==> src/rtl/i2c_master_sequencer.sv <==
// Byte-level I2C master: executes START / WRITE / READ / STOP commands as
// quarter-bit sequences on open-drain SCL/SDA enables, with clock stretching.
module i2c_master_sequencer #(
  parameter int unsigned DIV_W = 8
) (
  input  logic             clk,
  input  logic             rst_n,
  input  logic             cmd_valid,
  output logic             cmd_ready,
  input  logic [1:0]       cmd,
  input  logic [7:0]       wdata,
  input  logic             tx_nack,
  input  logic [DIV_W-1:0] div,
  output logic [7:0]       rdata,
  output logic             rx_nack,
  output logic             done,
  output logic             busy,
  input  logic             scl_i,
  input  logic             sda_i,
  output logic             scl_oe,
  output logic             sda_oe
);

  localparam logic [1:0] CMD_START = 2'b00;
  localparam logic [1:0] CMD_READ  = 2'b10;
  localparam logic [1:0] CMD_STOP  = 2'b11;

  typedef enum logic [1:0] {
    S_IDLE  = 2'd0,
    S_START = 2'd1,
    S_BIT   = 2'd2,
    S_STOP  = 2'd3
  } state_e;

  state_e           state_q, state_d;
  logic [DIV_W-1:0] cnt_q, cnt_d;
  logic [1:0]       qtr_q, qtr_d;
  logic [3:0]       bit_q, bit_d;
  logic [1:0]       op_q, op_d;
  logic [7:0]       wdata_q, wdata_d;
  logic             tx_nack_q, tx_nack_d;
  logic [DIV_W-1:0] div_q, div_d;
  logic [7:0]       shift_q, shift_d;
  logic             ack_q, ack_d;
  logic [7:0]       rdata_q, rdata_d;
  logic             rx_nack_q, rx_nack_d;
  logic             done_q, done_d;
  logic             busy_q, busy_d;
  logic             ready_q, ready_d;
  logic             scl_oe_q, scl_oe_d;
  logic             sda_oe_q, sda_oe_d;
  logic             tick, stall;

  // Next-state, sampling and registered line-drive computation
  always_comb begin
    state_d   = state_q;
    cnt_d     = cnt_q;
    qtr_d     = qtr_q;
    bit_d     = bit_q;
    op_d      = op_q;
    wdata_d   = wdata_q;
    tx_nack_d = tx_nack_q;
    div_d     = div_q;
    shift_d   = shift_q;
    ack_d     = ack_q;
    rdata_d   = rdata_q;
    rx_nack_d = rx_nack_q;
    done_d    = 1'b0;
    scl_oe_d  = scl_oe_q;
    sda_oe_d  = sda_oe_q;

    tick  = (cnt_q == div_q);
    // A slave holding SCL low at the end of Q1 freezes the sequence
    stall = (qtr_q == 2'd1) && tick && !scl_i;

    if (state_q == S_IDLE) begin
      if (cmd_valid) begin
        op_d      = cmd;
        wdata_d   = wdata;
        tx_nack_d = tx_nack;
        div_d     = div;
        cnt_d     = '0;
        qtr_d     = 2'd0;
        bit_d     = 4'd8;
        case (cmd)
          CMD_START: state_d = S_START;
          CMD_STOP:  state_d = S_STOP;
          default:   state_d = S_BIT;
        endcase
      end
    end else if (!tick) begin
      cnt_d = cnt_q + DIV_W'(1);
    end else if (!stall) begin
      cnt_d = '0;
      if (qtr_q == 2'd2 && state_q == S_BIT) begin
        if (op_q == CMD_READ) begin
          if (bit_q != 4'd0) shift_d = {shift_q[6:0], sda_i};
        end else if (bit_q == 4'd0) begin
          ack_d = sda_i;
        end
      end
      if (qtr_q == 2'd3) begin
        if (state_q == S_BIT && bit_q != 4'd0) begin
          bit_d = bit_q - 4'd1;
          qtr_d = 2'd0;
        end else begin
          state_d = S_IDLE;
          done_d  = 1'b1;
          // Results become visible only when the command completes
          if (state_q == S_BIT) begin
            if (op_q == CMD_READ) rdata_d = shift_q;
            else                  rx_nack_d = ack_q;
          end
        end
      end else begin
        qtr_d = qtr_q + 2'd1;
      end
    end

    case (state_d)
      S_START: begin
        scl_oe_d = (qtr_d >= 2'd2);
        sda_oe_d = (qtr_d != 2'd0);
      end
      S_STOP: begin
        scl_oe_d = (qtr_d == 2'd0);
        sda_oe_d = (qtr_d <= 2'd1);
      end
      S_BIT: begin
        scl_oe_d = (qtr_d == 2'd0) || (qtr_d == 2'd3);
        if (op_d == CMD_READ) sda_oe_d = (bit_d == 4'd0) && !tx_nack_d;
        else                  sda_oe_d = (bit_d != 4'd0) && !wdata_d[3'(bit_d - 4'd1)];
      end
      default: ;
    endcase

    ready_d = (state_d == S_IDLE);
    busy_d  = (state_d != S_IDLE);
  end

  // State register with synchronous active-low reset
  always_ff @(posedge clk) begin
    if (!rst_n) begin
      state_q   <= S_IDLE;
      cnt_q     <= '0;
      qtr_q     <= 2'd0;
      bit_q     <= 4'd0;
      op_q      <= 2'd0;
      wdata_q   <= 8'h00;
      tx_nack_q <= 1'b0;
      div_q     <= '0;
      shift_q   <= 8'h00;
      ack_q     <= 1'b0;
      rdata_q   <= 8'h00;
      rx_nack_q <= 1'b0;
      done_q    <= 1'b0;
      busy_q    <= 1'b0;
      ready_q   <= 1'b1;
      scl_oe_q  <= 1'b0;
      sda_oe_q  <= 1'b0;
    end else begin
      state_q   <= state_d;
      cnt_q     <= cnt_d;
      qtr_q     <= qtr_d;
      bit_q     <= bit_d;
      op_q      <= op_d;
      wdata_q   <= wdata_d;
      tx_nack_q <= tx_nack_d;
      div_q     <= div_d;
      shift_q   <= shift_d;
      ack_q     <= ack_d;
      rdata_q   <= rdata_d;
      rx_nack_q <= rx_nack_d;
      done_q    <= done_d;
      busy_q    <= busy_d;
      ready_q   <= ready_d;
      scl_oe_q  <= scl_oe_d;
      sda_oe_q  <= sda_oe_d;
    end
  end

  assign cmd_ready = ready_q;
  assign busy      = busy_q;
  assign done      = done_q;
  assign rdata     = rdata_q;
  assign rx_nack   = rx_nack_q;
  assign scl_oe    = scl_oe_q;
  assign sda_oe    = sda_oe_q;

endmodule

==> config.mk <==
export PLATFORM = sky130hd
export DESIGN_NAME = i2c_master_sequencer
export DESIGN_NICKNAME = d
export VERILOG_FILES = /design/src/rtl/i2c_master_sequencer.sv
export SDC_FILE = /design/constraint.sdc
export NUM_CORES = 1
export LEC_CHECK = 0
export ABC_CLOCK_PERIOD_IN_PS = 3130
export CAP_MARGIN = 20
export CORE_UTILIZATION = 50
export CTS_CLUSTER_DIAMETER = 30
export DETAILED_ROUTE_END_ITERATION = 12
export PLACE_DENSITY_LB_ADDON = 0.1
export SLEW_MARGIN = 10
export SYNTH_ARGS = -nofsm -noshare
export SYNTH_HDL_FRONTEND = slang
export SYNTH_SLANG_ARGS = --single-unit
==> constraint.sdc <==
create_clock -name clk -period 3.13 [get_ports clk]
set_input_delay 0.626 -clock clk [delete_from_list [all_inputs] [get_ports clk]]
set_output_delay 0.626 -clock clk [all_outputs]
set_load 0.01 [all_outputs]
==> flow_summary_export.csv <==
group,metric,value,unit
setup_path,slowest_stage,"clkdlybuf4s50_1",
timing,setup_slack,0.1411,ns
finish,final_area,3759,sq um
setup_path,path_class,"input pin to flip-flop",
timing,period_needed,2.989,ns
die,rows,27,
timing,finalCritPeriodShare,0.9549,
power,powerDensity,506.3,nW/um^2
place,gp_congestion,0.8215,
die,initial_core_util,0.5239,
timing,final_hold_viol_count,0,
yosys,ys_ff_latch,58,
global_route,busiest_layer,"met2",
timing,maxSlewViolCount,0,
global_route,grt_max_degree,22,
power,power_frac_seq,0.419,
timing,clock_skew,0.009928,ns
die,ios,38,
yosys,synth-compound-area-share,0.1063,
setup_path,startpoint_type,"input pin",
drt,drt_iter0_drc,114,
global_route,grt_overflow,0,
global_route,grt_use_met2,0.3632,
clocking,root_buffer,"clkbuf_8",
drt,viasPerCell,5.105,
clocking,clkLatencyLatePin,0.34,ns
die,dieWidth,78.43,microns
die,die_height,78.43,microns
global_route,grt_usage,0.2119,
finish,syn2layout_area_growth,28.71,%
clocking,clockBufferDepth,2,
finish,diodes,0,
yosys,synth-xor-area-share,0.02913,
setup_path,crit_fanout,4,
yosys,syn_avg_cell_area,9.241,sq um
yosys,ys_seq_area_frac,0.3976,
setup_path,crit_path_end_kind,"flip-flop",
setup_path,critPathArrivalTime,3.25,ns
outcome,status,"complete, no violations",
yosys,synth_ff_type,"dfxtp_1",
timing,fmax,334.6,MHz
power,combPwrFrac,0.181,
timing,setup-tns-final,0,ns
global_route,grt_pass1_wl,10040,microns
yosys,syn_nets,349,
drt,wl,5946,microns
flow_run,drv_cap,0,
yosys,synth_edf_count,0,
power,leakage,0.001447,uW
die,dieArea,6150,sq um
yosys,yosysUniqueCellTypes,47,
place,dp_cells,431,
global_route,grtUsageMet3,0.06395,
yosys,synthAdderAreaFrac,0.03856,
finish,fillers,450,
clocking,clk_pin_slew,0.07,ns
global_route,grt_pass1_vias,2293,
yosys,synthSimpleGateAreaFrac,0.2661,
setup_path,crit_family,"simple AND/OR/NAND/NOR gates",
drt,drtAntennaViolNets,0,
power,power.switching,495.0,uW
die,core_area,5574,sq um
drt,drc,0,
finish,layout.cells.non_filler,448,
power,internal-power,1408,uW
worst_hold_path,min_path_type,"flip-flop to flip-flop",
clocking,numCtsBuffers,9,
timing,setup-violations-final,0,
yosys,synth_cells,316,
power,p_sw_frac,0.2601,
clocking,h-tree-depth,3,
timing,slew_headroom,0.5944,
drt,wl_per_cell,13.27,microns
finish,fin_nets,404,
setup_path,critical_path.max_stage_delay,0.47,ns
timing,tightest_slew,0.6020,ns
power,peakVddDrop,0.0003382,V
clocking,cts.sink_count,58,
setup_path,cp_num_buf_inv,2,
global_route,grt_util_met1,0.2484,
clocking,cts_tree,"done",
yosys,async_reset_ff_frac,0,
yosys,synthMuxAreaShare,0.1302,
global_route,antenna_found_initial,0,
place,post-dp-hpwl,4129,microns
setup_path,cpMostUsedCell,"mux2i_1",
drt,dr_total_vias,2287,
finish,layout-drive-gt1-share,0.1463,
setup_path,critPathRequiredTime,3.39,ns
place,numPortBuffers,37,
yosys,synth_area,2920,sq um
yosys,synth_top_family_by_area,"simple AND/OR/NAND/NOR gates",
power,p_clk_frac,0.400,
setup_path,path_cells,"clkdlybuf4s50_1 -> nand2b_4 -> o2111ai_4 -> nor3_4 -> mux2i_1 -> inv_1 -> ha_4 -> mux2i_1 -> mux2i_1 -> a22oi_1 -> or3b_1 -> a31oi_1",
place,dp_worst_setup_slack,-0.2937,ns
drt,drt_pass1_iterations,4,
yosys,yosys_warnings,0,
place,dpl_cell_area,3475,sq um
clocking,ctsHoldBuffers,0,
## synthesized netlist by cell type, types with 4 or more instances
master	instances	area (sq um)
a21boi_0	14	105.1
a21oi_1	10	50.05
and2_1	7	43.79
and3_1	6	37.54
clkbuf_1	11	41.29
dfxtp_1	58	1161
ha_1	9	112.6
inv_1	9	33.78
mux2i_1	38	380.4
nand2_1	35	131.4
nand3_1	7	35.03
nor2_1	11	41.29
nor2b_1	35	219.0
nor3_1	4	20.02
nor3b_1	4	30.03
o21ai_0	10	50.05
xnor2_1	6	52.55
## state kept, by name (all words and copies together), names as in the netlist, 2 cells and up
| register | flops |
|---|---|
| shift_q | 8 |
| div_q | 8 |
| qtr_q | 2 |
| rdata | 8 |
| cnt_q | 8 |
| bit_q | 4 |
| wdata_q | 8 |
| op_q | 2 |
| state_q | 2 |
## logic make-up (layout without fill, tap and decap cells)
kind of cell	Yosys count	in the layout
AND/OR/NAND/NOR	132	132
flip-flops	58	58
AO/OA/AOI/OAI	47	47
multiplexers	38	38
buffers and inverters	24	84
adder cells (fa/ha/maj)	9	9
XOR/XNOR	8	8
## area by class of cell
cell class                      instances  area (sq um)  area share
Clock inverter                          5         77.57     0.02064
Timing Repair Buffer                   58         528.0      0.1405
Tap cell                               72         90.09     0.02397
Inverter                               10         37.54    0.009987
Multi-Input combinational cell        234          1723      0.4584
Clock buffer                           11         141.4     0.03762
Sequential cell                        58          1161      0.3089
## layout by cell type, fill, tap and decap left out, types with 10 or more instances in the layout
cell	count
dfxtp_1	58
mux2i_1	37
clkdlybuf4s50_1	37
nand2_1	35
nor2b_1	35
buf_4	21
a21boi_0	14
nor2_1	11
a21oi_1	10
o21ai_0	10
clkbuf_8	10
## power by group through the flow
stage | clock, uW | combinational [uW] | sequential (uW)
finish | 761 | 345 | 797
global route | 810 | 383 | 801
CTS | 776 | 338 | 797
detailed placement | 0 | 335 | 813
global placement | 0 | 330 | 813
floorplan | 0 | 211 | 813
## through the flow
stage / power [uW] / util / hold WS (ns)
detailed placement: 1148 / 0.6233 / 0.4654
CTS: 1911 / 0.6626 / 0.4740
global route: 1994 / 0.6743 / 0.4854
global placement: 1143 / 0.6233 / 0.4491
floorplan: 1023 / - / 0.4383
finish: 1903 / 0.6743 / 0.4669
## metal layers
| layer | routed length, microns | share of wire |
|---|---|---|
| met5 | 0 | 0 |
| met4 | 76 | 0.013 |
| met3 | 169 | 0.028 |
| met1 | 2752 | 0.46 |
| met2 | 2947 | 0.50 |
## worst paths after layout
path / startpoint / endpoint / slack [ns] / depth (start not counted)
setup reg to reg: bit_q[0]$_SDFF_PN0_ / sda_oe$_SDFFE_PN0P_ / 0.23 / 13
hold / removal: op_q[0]$_SDFF_PN0_ / op_q[0]$_SDFF_PN0_ / 0.47 / 2
hold reg to reg: op_q[0]$_SDFF_PN0_ / op_q[0]$_SDFF_PN0_ / 0.47 / 2
setup / recovery: scl_i / sda_oe$_SDFFE_PN0P_ / 0.14 / 12
## repair_timing
| action | 4_1_cts | 5_1_grt |
|---|---|---|
| setup buffers | 0 | 1 |
| gates resized for setup | 0 | 9 |
| endpoints found under the setup margin | 0 | 1 |
## worst register-to-register path: cells and delay by family, from the launching register on
| kind | cells | cell delay (ns) |
|---|---|---|
| AO/OA/AOI/OAI | 3 | 0.42 |
| adder cells (fa/ha/maj) | 2 | 0.56 |
| buffers and inverters | 2 | 0.18 |
| flip-flops | 1 | 0.38 |
| multiplexers | 3 | 0.56 |
| AND/OR/NAND/NOR | 3 | 0.72 |
No activity file was read; power rests on OpenSTA's default activity.
